`src/rtl/wb_pkg.sv`:
```
// Shared types for the GRF writeback arbiter: entry layout and the hardwired zero register.
package wb_pkg;

    localparam int WB_AW = 5;
    localparam int WB_DW = 32;

    localparam logic [WB_AW-1:0] REG_ZERO = 5'd0;

    typedef struct packed {
        logic [WB_AW-1:0] a3;
        logic [WB_DW-1:0] wd;
    } wb_entry_t;

    // True when a is a real (non-$0) register and equals b.
    function automatic logic addr_match(logic [WB_AW-1:0] a, logic [WB_AW-1:0] b);
        return (a != REG_ZERO) && (a == b);
    endfunction

endpackage

```
`src/rtl/grf_wb_arbiter_if.sv`:
```
// Bundle of pipeline, MD, hazard-query and GRF write-port signals around grf_wb_arbiter.
interface grf_wb_arbiter_if #(
    parameter int AW = 5,
    parameter int DW = 32
);
    logic          pipe_we;
    logic [AW-1:0] pipe_a3;
    logic [DW-1:0] pipe_wd;
    logic          md_valid;
    logic [AW-1:0] md_a3;
    logic [DW-1:0] md_wd;
    logic          md_ready;
    logic [AW-1:0] q_a1;
    logic [AW-1:0] q_a2;
    logic          q_hit1;
    logic          q_hit2;
    logic          grf_we;
    logic [AW-1:0] grf_a3;
    logic [DW-1:0] grf_wd;

    // Environment side: pipeline, MD unit, hazard unit, GRF.
    modport master (
        output pipe_we, pipe_a3, pipe_wd,
        output md_valid, md_a3, md_wd,
        input  md_ready,
        output q_a1, q_a2,
        input  q_hit1, q_hit2,
        input  grf_we, grf_a3, grf_wd
    );

    modport slave (
        input  pipe_we, pipe_a3, pipe_wd,
        input  md_valid, md_a3, md_wd,
        output md_ready,
        input  q_a1, q_a2,
        output q_hit1, q_hit2,
        output grf_we, grf_a3, grf_wd
    );
endinterface

```
`src/rtl/wb_fifo.sv`:
```
// In-order MD result buffer; exposes every slot and its valid bit for the pending-write search.
module wb_fifo
    import wb_pkg::*;
#(
    parameter int DEPTH = 2
) (
    input  logic                   clk,
    input  logic                   rst,
    input  logic                   i_push,
    input  wb_entry_t              i_push_data,
    input  logic                   i_pop,
    output wb_entry_t              o_head,
    output logic                   o_empty,
    output logic                   o_full,
    output wb_entry_t              o_entries [DEPTH],
    output logic [DEPTH-1:0]       o_valid
);

    localparam int PW = $clog2(DEPTH);
    localparam logic [PW-1:0] PTR_ONE  = PW'(1);
    localparam logic [PW:0]   CNT_ONE  = (PW+1)'(1);
    localparam logic [PW:0]   CNT_FULL = (PW+1)'(DEPTH);

    wb_entry_t        r_mem [DEPTH];
    logic [DEPTH-1:0] r_valid;
    logic [PW-1:0]    r_wr_ptr;
    logic [PW-1:0]    r_rd_ptr;
    logic [PW:0]      r_count;

    logic w_push;
    logic w_pop;

    assign o_empty = (r_count == '0);
    assign o_full  = (r_count == CNT_FULL);
    assign w_push  = i_push & ~o_full;
    assign w_pop   = i_pop & ~o_empty;

    // NOTE: the data array carries no reset; r_valid alone says which slots mean anything.
    always_ff @(posedge clk) begin
        if (w_push) begin
            r_mem[r_wr_ptr] <= i_push_data;
        end
    end

    // NOTE: every register in a clocked block uses <= so all of them see pre-edge values.
    always_ff @(posedge clk or posedge rst) begin
        if (rst) begin
            r_valid  <= '0;
            r_wr_ptr <= '0;
            r_rd_ptr <= '0;
            r_count  <= '0;
        end else begin
            // A push and a pop in one cycle always touch different slots (never both when full/empty).
            if (w_push) begin
                r_valid[r_wr_ptr] <= 1'b1;
                r_wr_ptr          <= r_wr_ptr + PTR_ONE;
            end
            if (w_pop) begin
                r_valid[r_rd_ptr] <= 1'b0;
                r_rd_ptr          <= r_rd_ptr + PTR_ONE;
            end
            case ({w_push, w_pop})
                2'b10:   r_count <= r_count + CNT_ONE;
                2'b01:   r_count <= r_count - CNT_ONE;
                default: r_count <= r_count;
            endcase
        end
    end

    assign o_head    = r_mem[r_rd_ptr];
    assign o_entries = r_mem;
    assign o_valid   = r_valid;

endmodule

```
`src/rtl/grf_wb_arbiter.sv`:
```
// Merges pipeline WB and buffered mult/div results onto the single GRF write port.
// Optional: define WB_TRACE_EN for a simulation-only trace of each GRF write.
module grf_wb_arbiter
    import wb_pkg::*;
#(
    parameter int DEPTH = 2,
    parameter int AW    = WB_AW,
    parameter int DW    = WB_DW
) (
    input  logic              clk,
    input  logic              rst,
    grf_wb_arbiter_if.slave   io_wb
);

    logic          r_alive;
    logic          r_grf_we;
    logic [AW-1:0] r_grf_a3;
    logic [DW-1:0] r_grf_wd;

    wb_entry_t        w_md_entry;
    wb_entry_t        w_head;
    wb_entry_t        w_entries [DEPTH];
    logic [DEPTH-1:0] w_valid;
    logic             w_empty;
    logic             w_full;
    logic             w_md_ready;
    logic             w_push;
    logic             w_pop;
    logic             w_pipe_req;
    logic             w_hit1;
    logic             w_hit2;

    // Holds md_ready low until the first edge after reset release.
    always_ff @(posedge clk or posedge rst) begin
        if (rst) r_alive <= 1'b0;
        else     r_alive <= 1'b1;
    end

    // Depends only on registered state, so a pop never ripples into md_ready.
    assign w_md_ready = r_alive & ~w_full;

    // A $0 destination completes the handshake but is never stored.
    assign w_md_entry = '{a3: io_wb.md_a3, wd: io_wb.md_wd};
    assign w_push     = io_wb.md_valid & w_md_ready & (io_wb.md_a3 != REG_ZERO);
    assign w_pipe_req = io_wb.pipe_we & (io_wb.pipe_a3 != REG_ZERO);
    assign w_pop      = ~w_pipe_req & ~w_empty;

    wb_fifo #(
        .DEPTH (DEPTH)
    ) u_fifo (
        .clk         (clk),
        .rst         (rst),
        .i_push      (w_push),
        .i_push_data (w_md_entry),
        .i_pop       (w_pop),
        .o_head      (w_head),
        .o_empty     (w_empty),
        .o_full      (w_full),
        .o_entries   (w_entries),
        .o_valid     (w_valid)
    );

    always_ff @(posedge clk or posedge rst) begin
        if (rst) begin
            r_grf_we <= 1'b0;
            r_grf_a3 <= '0;
            r_grf_wd <= '0;
        end else if (w_pipe_req) begin
            r_grf_we <= 1'b1;
            r_grf_a3 <= io_wb.pipe_a3;
            r_grf_wd <= io_wb.pipe_wd;
        end else if (w_pop) begin
            r_grf_we <= 1'b1;
            r_grf_a3 <= w_head.a3;
            r_grf_wd <= w_head.wd;
        end else begin
            r_grf_we <= 1'b0;
        end
    end

    // A write is pending while it sits in the FIFO or in the output register.
    always_comb begin
        // NOTE: defaults first so no path through this block leaves a value unassigned.
        w_hit1 = r_grf_we & addr_match(io_wb.q_a1, r_grf_a3);
        w_hit2 = r_grf_we & addr_match(io_wb.q_a2, r_grf_a3);
        for (int i = 0; i < DEPTH; i++) begin
            if (w_valid[i] && addr_match(io_wb.q_a1, w_entries[i].a3)) w_hit1 = 1'b1;
            if (w_valid[i] && addr_match(io_wb.q_a2, w_entries[i].a3)) w_hit2 = 1'b1;
        end
    end

    assign io_wb.md_ready = w_md_ready;
    assign io_wb.q_hit1   = w_hit1;
    assign io_wb.q_hit2   = w_hit2;
    assign io_wb.grf_we   = r_grf_we;
    assign io_wb.grf_a3   = r_grf_a3;
    assign io_wb.grf_wd   = r_grf_wd;

`ifdef WB_TRACE_EN
    always @(posedge clk) begin
        if (r_grf_we) $display("%d@: $%d <= %h", $time, r_grf_a3, r_grf_wd);
    end
`else
`endif

endmodule
```
`src/flat_wrapper.sv`:
```
// flat-port wrapper written by rule: the top's interface ports become plain ports
module grf_wb_arbiter_flat import wb_pkg::*;
#(
    parameter int DEPTH = 2,
    parameter int AW    = WB_AW,
    parameter int DW    = WB_DW
)
  (clk, rst, io_wb_pipe_we, io_wb_pipe_a3, io_wb_pipe_wd, io_wb_md_valid, io_wb_md_a3, io_wb_md_wd, io_wb_md_ready, io_wb_q_a1, io_wb_q_a2, io_wb_q_hit1, io_wb_q_hit2, io_wb_grf_we, io_wb_grf_a3, io_wb_grf_wd);
  grf_wb_arbiter_if #(.AW(AW), .DW(DW)) io_wb_i ();
  input  logic clk;
  input  logic rst;
  input wire logic [$bits(io_wb_i.pipe_we)-1:0] io_wb_pipe_we;
  input wire logic [$bits(io_wb_i.pipe_a3)-1:0] io_wb_pipe_a3;
  input wire logic [$bits(io_wb_i.pipe_wd)-1:0] io_wb_pipe_wd;
  input wire logic [$bits(io_wb_i.md_valid)-1:0] io_wb_md_valid;
  input wire logic [$bits(io_wb_i.md_a3)-1:0] io_wb_md_a3;
  input wire logic [$bits(io_wb_i.md_wd)-1:0] io_wb_md_wd;
  output wire logic [$bits(io_wb_i.md_ready)-1:0] io_wb_md_ready;
  input wire logic [$bits(io_wb_i.q_a1)-1:0] io_wb_q_a1;
  input wire logic [$bits(io_wb_i.q_a2)-1:0] io_wb_q_a2;
  output wire logic [$bits(io_wb_i.q_hit1)-1:0] io_wb_q_hit1;
  output wire logic [$bits(io_wb_i.q_hit2)-1:0] io_wb_q_hit2;
  output wire logic [$bits(io_wb_i.grf_we)-1:0] io_wb_grf_we;
  output wire logic [$bits(io_wb_i.grf_a3)-1:0] io_wb_grf_a3;
  output wire logic [$bits(io_wb_i.grf_wd)-1:0] io_wb_grf_wd;
  assign io_wb_i.pipe_we = io_wb_pipe_we;
  assign io_wb_i.pipe_a3 = io_wb_pipe_a3;
  assign io_wb_i.pipe_wd = io_wb_pipe_wd;
  assign io_wb_i.md_valid = io_wb_md_valid;
  assign io_wb_i.md_a3 = io_wb_md_a3;
  assign io_wb_i.md_wd = io_wb_md_wd;
  assign io_wb_md_ready = io_wb_i.md_ready;
  assign io_wb_i.q_a1 = io_wb_q_a1;
  assign io_wb_i.q_a2 = io_wb_q_a2;
  assign io_wb_q_hit1 = io_wb_i.q_hit1;
  assign io_wb_q_hit2 = io_wb_i.q_hit2;
  assign io_wb_grf_we = io_wb_i.grf_we;
  assign io_wb_grf_a3 = io_wb_i.grf_a3;
  assign io_wb_grf_wd = io_wb_i.grf_wd;
  grf_wb_arbiter #(.DEPTH(DEPTH), .AW(AW), .DW(DW)) u_core (.clk(clk), .rst(rst), .io_wb(io_wb_i));
endmodule
```
`config.mk`:
```
export PLATFORM = sky130hd
export DESIGN_NAME = grf_wb_arbiter_flat
export DESIGN_NICKNAME = d
export VERILOG_FILES = /design/src/rtl/wb_pkg.sv /design/src/rtl/grf_wb_arbiter_if.sv /design/src/rtl/wb_fifo.sv /design/src/rtl/grf_wb_arbiter.sv /design/src/flat_wrapper.sv
export SDC_FILE = /design/constraint.sdc
export NUM_CORES = 1
export LEC_CHECK = 0
export ABC_AREA = 0
export BUFFER_PORTS_ARGS = -buffer_cell sky130_fd_sc_hd__buf_4
export CORE_UTILIZATION = 29
export DETAILED_ROUTE_END_ITERATION = 7
export PLACE_DENSITY_LB_ADDON = 0.25
export SETUP_SLACK_MARGIN = 0.15
export SLEW_MARGIN = 15
export SYNTH_ARGS = -nofsm -noshare
export SYNTH_HDL_FRONTEND = slang
export SYNTH_HIERARCHICAL = 1
export SYNTH_SLANG_ARGS = --single-unit
```
`constraint.sdc`:
```
create_clock -name clk -period 3.4 [get_ports clk]
set_clock_uncertainty 0.2 [all_clocks]
set_input_delay 0.34 -clock clk [delete_from_list [all_inputs] [get_ports clk]]
set_output_delay 0.34 -clock clk [all_outputs]
set_load 0.02 [all_outputs]
```
==> results_dict.tcl, run 1 <==
set metrics [dict create \
    post_drt_wl_per_cell_um 15.3 \
    h-tree-depth 4 \
    start_util_pct 30.0 \
    synth-main-ff-cell "edfxtp_1" \
    critPathArrivalTime_ns 3.23 \
    hpwl_mm 8.28 \
    fp-row-count 48 \
    port_buffers 128 \
    drive_gt1_share_pct 39.3 \
    synthSimpleGateAreaFrac_pct 5.73 \
    drtIter0Drc 169 \
    fin_crit_sh_pct 90.8 \
    drtAntennaViolNets 0 \
    totalWireLength_mm 12.4 \
    p_leak_nw 3.08 \
    route.detailed.drc 0 \
    worst_slew_pin_slew_ns 0.981 \
    rsz0062_at_grt "no" \
    antenna_found_initial 0 \
    cts_buffers 17 \
    cts_tree "yes" \
    grt_pass1_vias 3758 \
    pwr_density_cell_nw_per_um2 707 \
    ys_types 32 \
    synth_mux_area_share_pct 15.1 \
    grt_pass1_wl_mm 19.1 \
    hold_violations 0 \
    synth_nets 447 \
    path_cells "dlygate4sd3_1 > buf_4 > or4_1 > o21ai_4 > buf_4 > a22o_1 > dlygate4sd3_1" \
    syn-cell-area_um2 5240 \
    whs_ns 0.0326 \
    synthXorXnorAreaFrac_pct 5.85 \
    synth_cells 358 \
    grt_max_degree 74 \
    irDropWorstVdd_mv 0.302 \
    synth_compound_area_share_pct 6.67 \
    relSlewSlack_pct 34.5 \
    die-area_um2 18600 \
    synthTopCellsByCount "edfxtp_1 (74), dfrtp_1 (45), nor2_1 (40)" \
    pin_count 129 \
    grt_remaining_overflow 0 \
    synth_top_family_by_area "multiplexers" \
    route.vias.total 3609 \
    diodes 0 \
    status "completed" \
    drv_cap 0 \
    yosysSeqAreaShare_pct 63.9 \
    finalMaxSlewViolations 0 \
    clkTransAtPathRegs_ns 0.06 \
    fin_setup_tns_ns 0 \
    dieWidth_um 136 \
    cts_resized 0 \
    end_kind "register" \
    clock-sinks 119 \
    synth_fa_ha_area_share_pct 0.239 \
    fin_nets 661 \
    synthTopCellsByArea "edfxtp_1 (42%), dfrtp_1 (22%), mux2_2 (7.3%)" \
    ys_seq_elements 119 \
    async_flop_share_pct 37.8 \
    crit_buf_inv 4 \
    clock_latency_ns 0.41 \
    vias_per_cell 4.46 \
    worstPathMaxFanout 73 \
    cts_max_path_buffers 2 \
    setup_viol 0 \
    fmax_mhz 324 \
    place_congestion 0.835 \
    critical_path.startpoint_type "input port" \
    areaGrowthSynthToFinish_pct 48.6 \
    required_ns 3.55 \
    fin_cells 810 \
    place_inst 702 \
    worstSetupPathType "in -> reg" \
    crit_path_top_delay_cell "buf_4" \
    cts-root-buf "clkbuf_16" \
    coreArea_um2 17500 \
    yosysWarnings 6 \
    cp_slowest_stage_delay_ns 0.69 \
    min_path_type "in -> reg" \
    synth-edff-count 74 \
    die_h_um 136 \
    cpLargestDelayFamily "buffers and inverters" \
    yosysTopAreaCellShare_pct 42.4 \
    layout_min_cycle_time_ns 3.09 \
    first_pass_iters 4 \
    avgSynthCellArea_um2 14.6 \
    grtUsageTotal_pct 14.0 \
    synth.largest_area_cell "edfxtp_1" \
    synth_most_common_cell "edfxtp_1" \
]
sequential cells by signal (all words and copies together), names as in the netlist:
register / count
u_core/io_wb.grf_a3: 5
u_core/io_wb.grf_wd: 32
u_core/io_wb.grf_we: 1
u_core/r_alive: 1
u_core/u_fifo/o_entries: 74
u_core/u_fifo/o_valid: 2
u_core/u_fifo/r_count: 2
u_core/u_fifo/r_rd_ptr: 1
u_core/u_fifo/r_wr_ptr: 1
final timing paths:
check | from | end | slack (ns) | cells past startpoint
setup reg to reg | u_core/u_fifo/r_count[0]$_DFFE_PP0P_ | u_core/io_wb.grf_a3[2]$_DFFE_PP0P_ | 0.74 | 5
hold reg to reg | u_core/u_fifo/r_wr_ptr$_DFFE_PP0N_ | u_core/u_fifo/r_wr_ptr$_DFFE_PP0N_ | 0.34 | 1
setup / recovery | io_wb_pipe_a3[1] | u_core/io_wb.grf_a3[2]$_DFFE_PP0P_ | 0.31 | 7
hold / removal | io_wb_pipe_wd[31] | u_core/io_wb.grf_wd[31]$_DFFE_PP0P_ | 0.03 | 3
min in group asynchronous | rst | u_core/u_fifo/r_rd_ptr$_DFFE_PP0N_ | 0.22 | 3
max in group asynchronous | rst | u_core/io_wb.grf_wd[19]$_DFFE_PP0P_ | 1.85 | 3
layer usage:
| layer | share of wire (%) | vias up | track usage [%] |
|---|---|---|---|
| li1 | - | 1737 | - |
| met1 | 44 | 1764 | 16.7 |
| met2 | 50 | 90 | 23.4 |
| met3 | 4.5 | 18 | 3.88 |
| met4 | 1.8 | 0 | 6.48 |
| met5 | 0 | - | 0 |
cell families after synthesis:
logic type                 count (synthesis)
buffers and inverters                     20
xor gates and xnor gates                  35
AOI/OAI and AO/OA                         46
DFF                                      119
muxes                                     74
and+or+nand+nor                           62
other                                      1
adders and majority gates                  1
what timing repair did:
| item | CTS | global route |
|---|---|---|
| endpoints found under the hold margin | 116 | 0 |
| setup buffers | 0 | 0 |
| hold buffers | 76 | 0 |
report_power, final:
part           internal [mW]  switching, mW
clock network           1.08          0.602
registers               1.84          0.234
logic                  0.891          0.856
layout by cell type, fill, tap and decap left out, drive strengths merged, types with 2 or more instances in the layout:
master	n
a21oi	38
a22o	2
a32oi	2
and2	2
buf	135
clkbuf	24
clkinv	4
clkinvlp	3
dfrtp	45
dlygate4sd3	76
edfxtp	74
inv	4
mux2	39
mux2i	35
nand2	3
nand3	2
nor2	40
nor2b	2
nor4	6
o21ai	2
or4	3
xnor2	10
xor2	25
area by class of cell:
type,count,area (µm²)
inverters,4,17.5
clock buffers,24,493
flip-flops and latches,119,3350
repair buffers,211,1790
fillers,1587,9690
clock inverters,8,72.6
multi-input cells,219,1780
well taps,225,282
worst register-to-register path, cell delays in order, from the launching register on:
cell and delay, ns:
dfrtp_1 0.45, nor2_4 0.14, buf_4 0.57, mux2_2 0.43, a22o_1 0.20, dlygate4sd3_1 0.56
metrics by stage:
stage	total power [mW]	setup WS [ns]	area, µm²	util (%)
after floorplan	3.19	0.509	5240	-
after global routing	5.78	0.220	7780	44.5
after detailed placement	3.80	0.862	6460	36.9
after global placement	3.76	0.916	6460	36.9
after CTS	5.58	0.350	7780	44.5
final	5.50	0.312	7780	44.5
(Power assumes the default switching activity.)
==> run 2: changes to the inputs <==
--- a/config.mk
+++ b/config.mk
@@ -7,7 +7,7 @@
 export LEC_CHECK = 0
 export ABC_AREA = 0
 export BUFFER_PORTS_ARGS = -buffer_cell sky130_fd_sc_hd__buf_4
-export CORE_UTILIZATION = 29
+export CORE_UTILIZATION = 45
 export DETAILED_ROUTE_END_ITERATION = 7
 export PLACE_DENSITY_LB_ADDON = 0.25
 export SETUP_SLACK_MARGIN = 0.15
==> constraint.sdc (replaced) <==
create_clock -name clk -period 3.3 [get_ports clk]
set_clock_uncertainty 0.2 [all_clocks]
set_input_delay 0.33 -clock clk [delete_from_list [all_inputs] [get_ports clk]]
set_output_delay 0.33 -clock clk [all_outputs]
set_load 0.02 [all_outputs]
==> results_dict.tcl, run 2 (synthesis gave the netlist of run 1 again) <==
set metrics [dict create \
    utilization_pct 67.3 \
    setup_viol 0 \
    grt_max_degree 74 \
    fin_nets 656 \
    port_buffers 128 \
    violations "design-rule violations" \
    layout_min_cycle_time_ns 2.88 \
    route.vias.total 3570 \
    fp-row-count 39 \
    die_h_um 110 \
    vias_per_cell 4.94 \
    largest_reg_flops 74 \
    final_cell_mix "buf_4 (134), edfxtp_1 (74), dlygate4sd3_1 (70)" \
    irDropWorstVdd_mv 0.427 \
    grt_remaining_overflow 0 \
    finalWorstSetupSlack_ns 0.423 \
    drtIter0Drc 156 \
    grt_pass1_vias 3714 \
    min_path_type "in -> reg" \
    finalMaxSlewViolations 0 \
    cts_tree "yes" \
    cts_max_path_buffers 2 \
    fillers 824 \
    cts_setup_buffers 0 \
    fin_crit_sh_pct 87.2 \
    whs_ns 0.00543 \
    grtUsageMet2_pct 36.5 \
    totalWireLength_mm 11.7 \
    fmax_mhz 348 \
    place_inst 621 \
    post-place-ws_ns 0.842 \
    pwr_density_cell_nw_per_um2 748 \
    critPathArrivalTime_ns 3.01 \
    drive_gt1_share_pct 39.8 \
    cts_buffers 17 \
    final_common_cell "buf_4" \
    fin_setup_tns_ns 0 \
    worstSetupPathType "in -> reg" \
    required_ns 3.43 \
    areaGrowthSynthToFinish_pct 46.2 \
    h-tree-depth 4 \
    cts-root-buf "clkbuf_16" \
    clock-sinks 119 \
    hold_violations 0 \
    drv_cap 0 \
    critical_path.startpoint_type "input port" \
    use_met3_pct 4.15 \
    grt_use_met1_pct 23.3 \
    worstPathMaxFanout 73 \
    antenna_found_initial 0 \
    grtUsageTotal_pct 20.4 \
    final_area_um2 7660 \
    p_leak_nw 3.08 \
    place_congestion 0.795 \
    clock_latency_ns 0.39 \
    route.detailed.drc 1 \
    first_pass_iters 8 \
    coreArea_um2 11400 \
    grt-busiest-layer "met2" \
    start_util_pct 46.1 \
    drtAntennaViolNets 0 \
    relSlewSlack_pct 36.3 \
    diodes 0 \
    end_kind "register" \
    pin_count 129 \
    hpwl_mm 7.52 \
    dpl_cell_area_um2 6360 \
    die-area_um2 12100 \
    worst_slew_pin_slew_ns 0.954 \
    power.total_mw 5.73 \
    fin_cells 723 \
    rsz0062_at_grt "no" \
    status "complete, but fails checks" \
    clkTransAtPathRegs_ns 0.05 \
    grt_pass1_wl_mm 18.1 \
    dieWidth_um 110 \
    post_drt_wl_per_cell_um 16.1 \
]
==> run 2: cell count changes in the layout (fill, tap and decap cells not counted), sizes merged <==
cell	previous run	this run
clkinv	4	6
buf	135	136
dlygate4sd3	76	70
clkinvlp	3	1
clkbuf	24	22
bufinv	1	3
==> run 2: area by class of cell <==
| cell class | count | area [µm²] | share of cell area, % |
|---|---|---|---|
| well taps | 143 | 179 | 2.34 |
| repair buffers | 206 | 1740 | 22.7 |
| inverters | 4 | 17.5 | 0.229 |
| flip-flops and latches | 119 | 3350 | 43.7 |
| multi-input cells | 219 | 1780 | 23.3 |
| clock buffers | 22 | 464 | 6.06 |
| clock inverters | 10 | 126 | 1.65 |
==> run 2: layer usage <==
metal,up-vias,wire length (µm)
li1,1719,-
met1,1727,4740
met2,102,6230
met3,22,439
met4,0,243
met5,-,0
==> run 2: what timing repair did <==
| action | CTS | global route |
|---|---|---|
| hold buffers | 70 | 0 |
| endpoints found under the setup margin | 0 | 1 |
| hold endpoints to repair | 111 | 0 |
| resized for setup | 0 | 1 |
==> run 2: report_power, final <==
part,leakage [nW],internal [mW],switching [mW]
registers,1.18,1.90,0.246
clock network,0.291,1.22,0.588
logic,1.61,0.909,0.873
==> run 2: path summary, 6_finish.rpt <==
path	startpoint	endpoint	slack, ns	cells past startpoint
max	io_wb_pipe_a3[1]	u_core/io_wb.grf_a3[2]$_DFFE_PP0P_	0.42	7
min	io_wb_pipe_wd[7]	u_core/io_wb.grf_wd[7]$_DFFE_PP0P_	0.005	3
max reg2reg	u_core/u_fifo/r_rd_ptr$_DFFE_PP0N_	u_core/io_wb.grf_a3[2]$_DFFE_PP0P_	0.85	4
min reg2reg	u_core/u_fifo/r_wr_ptr$_DFFE_PP0N_	u_core/u_fifo/r_wr_ptr$_DFFE_PP0N_	0.35	1
max in group asynchronous	rst	u_core/io_wb.grf_wd[18]$_DFFE_PP0P_	1.77	3
min in group asynchronous	rst	u_core/u_fifo/r_wr_ptr$_DFFE_PP0N_	0.24	3
==> run 2: critical path, cell delays in order <==
cell           delay (ns)
dlygate4sd3_1        0.55
buf_4                0.14
or4_1                0.57
o21ai_4              0.16
buf_6                0.50
a22o_1               0.21
dlygate4sd3_1        0.54
==> run 3: changes to the inputs <==
==> constraint.sdc (replaced) <==
create_clock -name clk -period 3.3 [get_ports clk]
set_clock_uncertainty 0.2 [all_clocks]
set_input_delay 0.165 -clock clk [delete_from_list [all_inputs] [get_ports clk]]
set_output_delay 0.165 -clock clk [all_outputs]
set_load 0.02 [all_outputs]
==> results_dict.tcl, run 3 (synthesis gave the netlist of run 1 again) <==
set metrics [dict create \
    fillers 837 \
    port_buffers 128 \
    first_pass_iters 8 \
    pwr_density_cell_nw_per_um2 742 \
    crit_path_top_delay_cell "buf_4" \
    clock-sinks 119 \
    grtUsageTotal_pct 20.6 \
    cts_setup_buffers 0 \
    die_h_um 110 \
    post_drt_wl_per_cell_um 16.2 \
    h-tree-depth 4 \
    areaGrowthSynthToFinish_pct 47.1 \
    cts-root-buf "clkbuf_16" \
    finalMaxSlewViolations 0 \
    start_util_pct 46.1 \
    whs_ns 0.0645 \
    fmax_mhz 343 \
    dieWidth_um 110 \
    die-area_um2 12100 \
    route.detailed.drc 1 \
    p_leak_nw 3.09 \
    diodes 0 \
    critPathArrivalTime_ns 3.04 \
    drive_gt1_share_pct 38.7 \
    hpwl_mm 7.37 \
    cts_tree "yes" \
    critical_path.startpoint_type "input port" \
    worst_slew_pin_slew_ns 0.898 \
    final_area_um2 7700 \
    cts_resized 0 \
    layout_min_cycle_time_ns 2.91 \
    vias_per_cell 4.99 \
    final_cell_mix "buf_4 (135), dlygate4sd3_1 (78), edfxtp_1 (74)" \
    clock_latency_ns 0.40 \
    worstPathMaxFanout 73 \
    place_congestion 0.849 \
    setup_viol 0 \
    drtAntennaViolNets 0 \
    hold_violations 0 \
    cts_max_path_buffers 2 \
    cts_buffers 17 \
    drtIter0Drc 152 \
    largest_reg_flops 74 \
    cp_slowest_stage_delay_ns 0.66 \
    grt_max_degree 74 \
    min_path_type "in -> async" \
    final_common_cell "buf_4" \
    multi_input_area_um2 1780 \
    fin_crit_sh_pct 88.3 \
    register_area_um2 3350 \
    required_ns 3.42 \
    path_cells "dlygate4sd3_1 > buf_4 > or4_1 > o21ai_4 > buf_4 > a22o_1 > dlygate4sd3_1" \
    rr_worst_depth 4 \
    grt_pass1_wl_mm 18.2 \
    pin_count 129 \
    worstSetupPathType "in -> reg" \
    coreArea_um2 11400 \
    antenna_found_initial 0 \
    totalWireLength_mm 11.8 \
    rsz0062_at_grt "no" \
    fp-row-count 39 \
    drv_cap 0 \
    ctsHoldBuffers 78 \
    grt_pass1_vias 3879 \
    fin_setup_tns_ns 0 \
    route.vias.total 3640 \
    status "complete, but fails checks" \
    violations "design-rule violations" \
    fin_nets 663 \
    irDropWorstVdd_mv 0.403 \
    end_kind "register" \
    dpl_cell_area_um2 6340 \
    grt_remaining_overflow 0 \
    clkTransAtPathRegs_ns 0.05 \
    relSlewSlack_pct 40.0 \
]
## run 3: cell type report
type                       count  share of cell area (%)
sequential                   119                    43.5
clock inverter                11                    1.69
clock buffer                  21                    5.85
timing repair buffer         213                    23.3
tap                          143                    2.32
multi-input combinational    219                    23.1
inverter                       4                   0.227
## run 3: path summary, 6_finish.rpt
| path | start | end | slack [ns] |
|---|---|---|---|
| max | io_wb_pipe_a3[1] | u_core/io_wb.grf_a3[3]$_DFFE_PP0P_ | 0.39 |
| min | rst | u_core/u_fifo/r_count[1]$_DFFE_PP0P_ | 0.06 |
| max reg2reg | u_core/u_fifo/r_rd_ptr$_DFFE_PP0N_ | u_core/io_wb.grf_a3[3]$_DFFE_PP0P_ | 0.71 |
| min reg2reg | u_core/u_fifo/r_wr_ptr$_DFFE_PP0N_ | u_core/u_fifo/r_wr_ptr$_DFFE_PP0N_ | 0.34 |
| max in group asynchronous | rst | u_core/io_wb.grf_a3[1]$_DFFE_PP0P_ | 1.99 |
| min in group clk | io_wb_pipe_we | u_core/u_fifo/r_rd_ptr$_DFFE_PP0N_ | 0.13 |
## run 3: metrics by stage
stage	util [%]	instances	setup WS [ns]	total power, mW
finish	67.7	730	0.385	5.71
global route	67.7	730	0.281	5.98
CTS	67.7	730	0.403	5.76
detailed placement	55.8	620	0.775	3.87
global placement	55.8	620	0.901	3.82
floorplan	-	358	0.409	3.29
## run 3: metal layers
metal	vias to the layer above	share of wire (%)	routed length, µm	track usage, %
li1	1740	-	-	-
met1	1764	40	4770	23.4
met2	109	53	6300	36.3
met3	27	3.7	438	5.57
met4	0	2.4	282	8.95
met5	-	0	0	0
## run 3: critical path: cells and delay by family
kind,cells,cell delay [ns]
AND/OR/NAND/NOR,1,0.57
AO/OA/AOI/OAI,2,0.41
buffers and inverters,4,1.89
## run 3: power breakdown
| group | internal, mW | switching [mW] |
|---|---|---|
| registers | 1.90 | 0.262 |
| clock network | 1.19 | 0.599 |
| logic | 0.912 | 0.851 |
